<file path="config.mk">
export PLATFORM = sky130hd
export DESIGN_NAME = imm_extend_pipe
export DESIGN_NICKNAME = d
export VERILOG_FILES = /design/src/rtl/imm_extend_pipe.sv
export SDC_FILE = /design/constraint.sdc
export NUM_CORES = 1
export LEC_CHECK = 0
export ABC_AREA = 1
export CELL_PAD_IN_SITES_DETAIL_PLACEMENT = 0
export CELL_PAD_IN_SITES_GLOBAL_PLACEMENT = 1
export CORE_UTILIZATION = 40
export CTS_BUF_LIST = sky130_fd_sc_hd__clkbuf_8
export CTS_CLUSTER_SIZE = 16
export DETAILED_ROUTE_END_ITERATION = 10
export PLACE_DENSITY = 0.89
export SYNTH_ARGS = -nofsm -noshare
export SYNTH_HDL_FRONTEND = slang
export SYNTH_SLANG_ARGS = --single-unit
</file>
<file path="constraint.sdc">
create_clock -name clk_i -period 2.81 [get_ports clk_i]
set_input_delay 0.562 -clock clk_i [delete_from_list [all_inputs] [get_ports clk_i]]
set_output_delay 0.562 -clock clk_i [all_outputs]
set_load 0.05 [all_outputs]
</file>
<file path="src/rtl/imm_extend_pipe.sv">
// imm_extend_pipe
//   Pipelined immediate-extension unit between decode and the ALU-source mux.
//   Extends an IN_W-bit immediate to OUT_W bits in one of four modes, carries a
//   TAG_W sideband tag with it, and buffers up to two results behind a
//   valid/ready handshake so that ready_o comes straight from a flop.
//
//   Optional feature macro: IMM_EXT_SHL2_EN
//     defined   : mode 3 = sign-extend then shift left by 2 (OUT_W >= IN_W + 2)
//     undefined : no shifter; mode 3 is a plain sign-extend (OUT_W > IN_W)
//
//   Handshake: a transfer happens on a rising edge where valid and ready are
//   both high; valid may be raised without waiting for ready, and the outputs
//   data_o/tag_o are held stable while valid_o && !ready_i.
//
//   Storage: M (main) drives the outputs, S (skid) holds one extra entry.
//   The state encoding is {M valid, S valid}, so valid_o is state_q[1].

module imm_extend_pipe #(
   parameter int IN_W  = 16,
   parameter int OUT_W = 32,
   parameter int TAG_W = 5
) (
   input  logic             clk_i,
   input  logic             rst_i,
   input  logic             valid_i,
   output logic             ready_o,
   input  logic [IN_W-1:0]  data_i,
   input  logic [1:0]       mode_i,
   input  logic [TAG_W-1:0] tag_i,
   output logic             valid_o,
   input  logic             ready_i,
   output logic [OUT_W-1:0] data_o,
   output logic [TAG_W-1:0] tag_o
);

   localparam int EXT_W = OUT_W - IN_W;

   typedef enum logic [1:0] {
      ST_EMPTY = 2'b00,
      ST_ONE   = 2'b10,
      ST_FULL  = 2'b11
   } state_e;

   state_e            state_q, state_d;
   logic              ready_q, ready_d;
   logic [OUT_W-1:0]  m_data_q, m_data_d;
   logic [TAG_W-1:0]  m_tag_q,  m_tag_d;
   logic [OUT_W-1:0]  s_data_q, s_data_d;
   logic [TAG_W-1:0]  s_tag_q,  s_tag_d;

   logic              accept;
   logic              deliver;

   logic [OUT_W-1:0]  sext_w;
   logic [OUT_W-1:0]  zext_w;
   logic [OUT_W-1:0]  upper_w;
   logic [OUT_W-1:0]  ext_w;

   // The registers hold finished results, so the extension is done here at
   // the input and the output side is pure flops.
   assign sext_w  = {{EXT_W{data_i[IN_W-1]}}, data_i};
   assign zext_w  = {{EXT_W{1'b0}}, data_i};
   assign upper_w = {data_i, {EXT_W{1'b0}}};

`ifdef IMM_EXT_SHL2_EN
   logic [OUT_W-1:0]  shl2_w;
   // Branch-offset form: sign-extend then scale by 4; bits that fall off the
   // top are simply dropped.
   assign shl2_w = {sext_w[OUT_W-3:0], 2'b00};
`endif

   // Select the extension for the mode of the offered transaction.
   always_comb begin
      ext_w = sext_w;
      case (mode_i)
         2'd0: ext_w = sext_w;
         2'd1: ext_w = zext_w;
         2'd2: ext_w = upper_w;
`ifdef IMM_EXT_SHL2_EN
         2'd3: ext_w = shl2_w;
`else
         2'd3: ext_w = sext_w;
`endif
         default: ext_w = sext_w;
      endcase
   end

   assign accept  = valid_i && ready_q;
   assign deliver = state_q[1] && ready_i;

   // Next-state and storage steering for the two-entry skid buffer.
   always_comb begin
      state_d  = state_q;
      m_data_d = m_data_q;
      m_tag_d  = m_tag_q;
      s_data_d = s_data_q;
      s_tag_d  = s_tag_q;
      case (state_q)
         ST_EMPTY: begin
            if (accept) begin
               state_d  = ST_ONE;
               m_data_d = ext_w;
               m_tag_d  = tag_i;
            end
         end
         ST_ONE: begin
            if (accept && deliver) begin
               // M leaves and the new entry takes its place in the same edge.
               state_d  = ST_ONE;
               m_data_d = ext_w;
               m_tag_d  = tag_i;
            end else if (accept) begin
               state_d  = ST_FULL;
               s_data_d = ext_w;
               s_tag_d  = tag_i;
            end else if (deliver) begin
               // M keeps its contents so data_o/tag_o show the last delivery.
               state_d  = ST_EMPTY;
            end
         end
         ST_FULL: begin
            // ready_o is low here, so only a delivery can happen.
            if (deliver) begin
               state_d  = ST_ONE;
               m_data_d = s_data_q;
               m_tag_d  = s_tag_q;
            end
         end
         default: begin
            state_d = ST_EMPTY;
         end
      endcase
      ready_d = (state_d != ST_FULL);
   end

   // State, registered ready and the M/S entries; reset clears everything at once.
   always_ff @(posedge clk_i or posedge rst_i) begin
      if (rst_i) begin
         state_q  <= ST_EMPTY;
         ready_q  <= 1'b1;
         m_data_q <= '0;
         m_tag_q  <= '0;
         s_data_q <= '0;
         s_tag_q  <= '0;
      end else begin
         state_q  <= state_d;
         ready_q  <= ready_d;
         m_data_q <= m_data_d;
         m_tag_q  <= m_tag_d;
         s_data_q <= s_data_d;
         s_tag_q  <= s_tag_d;
      end
   end

   assign ready_o = ready_q;
   assign valid_o = state_q[1];
   assign data_o  = m_data_q;
   assign tag_o   = m_tag_q;

endmodule
</file>
* Word level (Yosys, flattened, before mapping)
Index checks and enable logic that the tools add are counted.
** Storage, ports and cells
- Register bits after elaboration :: 77
- Output and inout port bits :: 39
- Word-level logic and storage cells :: 40
** Cells by class
- Equal/unequal tests :: 9
- Multiplexer cells :: 15
- Bitwise logic cells :: 1
- Reductions and logical operators :: 9
** Operator list (count)
- $pmux W32 S3 :: 2
- $mux W32 :: 3
- $mux W5 :: 3
- $pmux W5 S3 :: 1
- $mux W2 :: 5
- $eq A2 B2 Y1 const B :: 4
- $ne A2 B2 Y1 const B :: 4
- $pmux W2 S3 :: 1
- $logic_not A2 Y1 :: 2
- $reduce_and A4 Y1 :: 1
- $logic_and A1 B1 Y1 :: 3
- $reduce_and A3 Y1 :: 1
- $reduce_bool A3 Y1 :: 1
- $eq A2 B1 Y1 const B :: 1
- $reduce_or A2 Y1 :: 1
- $not A1 Y1 :: 1

* Depth between registers and ports, before layout
- Word-level depth :: 6
- Mapped depth :: 10

* Worst setup path after synthesis
No wires, ideal clock.
- Kind :: register to register
- Start :: register state_q[1]
- End :: register m_data_q[0], in the netlist data_o[0]
- Setup time :: 118 ps
- Data arrival time :: 1743 ps
- Data required time :: 2692 ps
- Setup slack :: 949 ps
- Cell stages (with the launch flop) :: 9
- Clock period less this slack :: 1861 ps
- Path through :: dfrtp_1 -> inv_1 -> ha_1 -> nor2_1 -> o21bai_4 -> nand2_4 -> buf_2 -> nand2_1 -> nand2_1
** Between the ends
- Longest elaborated chain between the ends :: 4
- Elaborated cells between the ends (all ways) :: 11
** Ends and longest elaborated chain
- start: declaration :: line 44 : state_e state_q, state_d;
- start signal: assignment :: line 146 : state_q <= state_d;
- $logic_and A1 B1 Y1 :: line 89 : assign deliver = state_q[1] && ready_i;
- $logic_and A1 B1 Y1 :: line 107 : if (accept && deliver) begin
- $ne A2 B2 Y1 (no line)
- $reduce_and A4 Y1 (no line)
- end signal: assignment :: line 148 : m_data_q <= m_data_d;
- end: declaration :: line 46 : logic [OUT_W-1:0] m_data_q, m_data_d;
Several ways; a longest one is shown, not always the timed one.
A chain may end at the register's enable or synchronous reset.

* Final worst setup path
- Start :: register ready_q, in the netlist ready_o
- End :: output ready_o
** RTL lines
- start: declaration :: line 45 : logic ready_q, ready_d;
- start signal: assignment :: line 147 : ready_q <= ready_d;
- end: declaration :: line 26 : output logic ready_o,
No word-level cell between the ends.

==> impl_metrics.py <==
metrics = {
    "clocking": {
        "insertion_delay_ns": 0.36,
        "ctsHoldBuffers": 0,
        "cts.clk_slew.worst_paths_ns": 0.07,
        "clk_path_buf_depth": 2,
        "cts_inserted_buffers": 9,
        "cts_tree": "yes",
        "cts_sinks": 77,
        "post-cts-setup-buffers": 0,
        "cts_resized": 0,
        "cts.htree.levels": 3,
        "root_buffer": "clkbuf_8",
    },
    "global_route": {
        "antenna_found_initial": 0,
        "grt.met2_usage": 0.334,
        "grt_pass1_wl_mm": 16.7,
        "grt.busiest_layer": "met2",
        "grt_max_degree": 78,
        "first_global_vias": 3466,
        "grt_overflow": 0,
        "use_met3": 0.0380,
        "use_met1": 0.282,
        "track_usage": 0.214,
    },
    "detailed_routing": {
        "routedWlPerCell_um": 13.7,
        "dr.first_iter.drc_count": 235,
        "drt-total-wl_mm": 10.1,
        "vias": 3530,
        "drc": 0,
        "dr.pass1.iters": 4,
        "final_antenna_net_count": 0,
        "viasPerCell": 4.80,
    },
    "synth": {
        "synth-seq-cells": 77,
        "syn_area_sq_um": 3980,
        "yosys.area_share.simple": 0.391,
        "ys_types": 23,
        "yosysTopAreaCell": "dfrtp_1",
        "synth-compound-area-share": 0.0186,
        "synth_warnings": 0,
        "syn_avg_cell_area_sq_um": 7.28,
        "synth_xor_area_frac": 0,
        "syn_nets": 579,
        "synthDominantCellAreaShare": 0.478,
        "synthMuxAreaShare": 0,
        "synth_top_family_by_area": "simple AND/OR/NAND/NOR gates",
        "yosys-top-cells-area": "dfrtp_1 48%, nand2_1 27%, nand3_1 8.8%",
        "synth_fa_ha_area_frac": 0.0189,
        "syn_inst": 546,
        "ys_seq_area_frac": 0.485,
    },
    "timing": {
        "fmax_mhz": 441,
        "slew_headroom": 0.485,
        "fin_crit_sh": 0.807,
        "setup_viol": 0,
        "fin_worst_skew_ns": 0.00398,
        "tightest_slew_ns": 0.771,
        "tns_ns": 0,
        "drv_slew": 0,
        "rsz0062_at_grt": "false",
        "period_needed_ns": 2.27,
        "hold_violations": 0,
        "holdWs_ns": 0.478,
    },
    "placed_design": {
        "dp.cells": 720,
        "place_hpwl_mm": 6.39,
        "port_buffers": 65,
        "gp_congestion": 0.855,
    },
    "floorplanning": {
        "rows": 36,
        "die_area_sq_um": 10300,
        "die_x_um": 102,
        "die_y_um": 102,
        "core-area_sq_um": 9680,
        "initial_core_util": 0.411,
        "io_pins": 66,
    },
    "power": {
        "p_sw_uw": 2750,
        "seqPwrFrac": 0.328,
        "intPower_uw": 2910,
        "clkPwrFrac": 0.143,
        "power.leakage_uw": 0.00266,
        "power_density_nw_per_um2": 1170,
        "swShare": 0.486,
        "power_uw": 5660,
        "peakVddDrop_uv": 568,
        "combPwrFrac": 0.529,
    },
    "critical_path": {
        "startpoint_type": "flop",
        "crit_buf_inv": 1,
        "cp_slowest_cell": "clkdlybuf4s50_1",
        "worst-endpoint-arrival_ns": 1.70,
        "crit_start": "ready_o",
        "endpoint_kind": "output pin",
        "timing.rr.start": "state_q[1]",
        "worstReg2RegEnd": "data_o[26]",
        "cp_data_required_time_ns": 2.25,
        "reg2reg_slack_ns": 0.67,
        "slowest_delay_ns": 0.80,
        "critPathTopFamily": "buffers and inverters",
        "worst_r2r_path_depth": 7,
        "crit_type": "reg2out",
        "worstPathCellList": "clkdlybuf4s50_1",
        "worst-path-max-fanout": 2,
    },
    "layout": {
        "antennaDiodeCount": 0,
        "drive_above_1_share": 0.0531,
        "fillers": 976,
        "final_nets": 631,
        "syn_to_final_growth_pct": 21.9,
        "fin_cells": 736,
    },
    "run": {
        "maxCapViolCount": 0,
    },
    "min_path": {
        "hp-class": "reg2reg",
        "min_from": "tag_o[1]",
        "worstHoldPathCells": 2,
        "hold_path_end": "tag_o[1]",
    },
    "outcome": {
        "status": "finished clean",
    },
}
[power groups by stage]
stage | combinational [uW] | clock (uW) | sequential, uW
2_1_floorplan | 1570 | 0 | 2570
3_3_place_gp | 2990 | 0 | 1860
4_1_cts | 3020 | 834 | 1860
6_report | 3000 | 807 | 1860
3_5_place_dp | 3020 | 0 | 1870
5_1_grt | 3300 | 871 | 1910
[synthesized netlist by cell type]
library cell  instances
dfrtp_1              76
buf_2                16
ha_1                  6
nand3_1              70
nor2_4                1
clkbuf_1              6
nand3_2               1
o21ai_0               5
o21bai_4              1
dfstp_2               1
nor2_2                1
buf_8                 1
buf_4                 2
nand2_1             287
buf_6                 7
nand2_4               1
nor2_1               22
clkbuf_2              1
a21oi_1               1
inv_1                32
nand2_2               1
inv_2                 2
o21ai_1               5
[how the worst max path moves through the flow]
stage                     slack (ns)  cells past startpoint         end
after global placement          0.41                      8  data_o[28]
final                           0.54                      1     ready_o
after detailed placement        0.42                      8   data_o[8]
after floorplan                 0.28                      1   data_o[0]
after CTS                       0.53                      1     ready_o
after global routing            0.50                      1     ready_o
[placed cells by master, fill, tap and decap left out, drive strengths merged]
master	netlist	final
dfstp	1	1
o21ai	10	10
o21bai	1	1
buf	26	9
a21oi	1	1
clkbuf	7	13
nand3	71	71
ha	6	6
clkdlybuf4s50	0	65
dfrtp	76	76
inv	34	37
nand2	289	289
nor2	24	24
[flip-flops by register name, indices dropped and copies added, names as in the netlist]
register / flops
tag_o: 5
ready_o: 1
s_tag_q: 5
data_o: 32
s_data_q: 32
state_q: 2
[kinds of logic after synthesis]
logic type               Yosys count
AO/OA/AOI/OAI                     12
adder cells (fa/ha/maj)            6
buffers and inverters             67
flip-flops                        77
AND/OR/NAND/NOR                  384
[through the flow]
| stage | utilization | area [sq um] | setup slack (ns) |
|---|---|---|---|
| after global routing | 0.501 | 4850 | 0.503 |
| after detailed placement | 0.481 | 4660 | 0.415 |
| after global placement | 0.481 | 4660 | 0.409 |
| after floorplan | - | 3980 | 0.283 |
| final | 0.501 | 4850 | 0.544 |
| after CTS | 0.501 | 4850 | 0.526 |
[cell type report]
class	count	area, sq um	share of cell area
sequential	77	1930	0.398
multi-input combinational	402	1700	0.352
timing repair buffer	74	731	0.151
clock buffer	13	179	0.0369
tap	133	166	0.0343
inverter	34	128	0.0263
clock inverter	3	11.3	0.00232
[layer usage]
| layer | part of all wire | wire length (um) |
|---|---|---|
| met1 | 0.46 | 4660 |
| met2 | 0.46 | 4650 |
| met3 | 0.053 | 533 |
| met4 | 0.025 | 249 |
| met5 | 0 | 0 |
(Power assumes the default switching activity.)
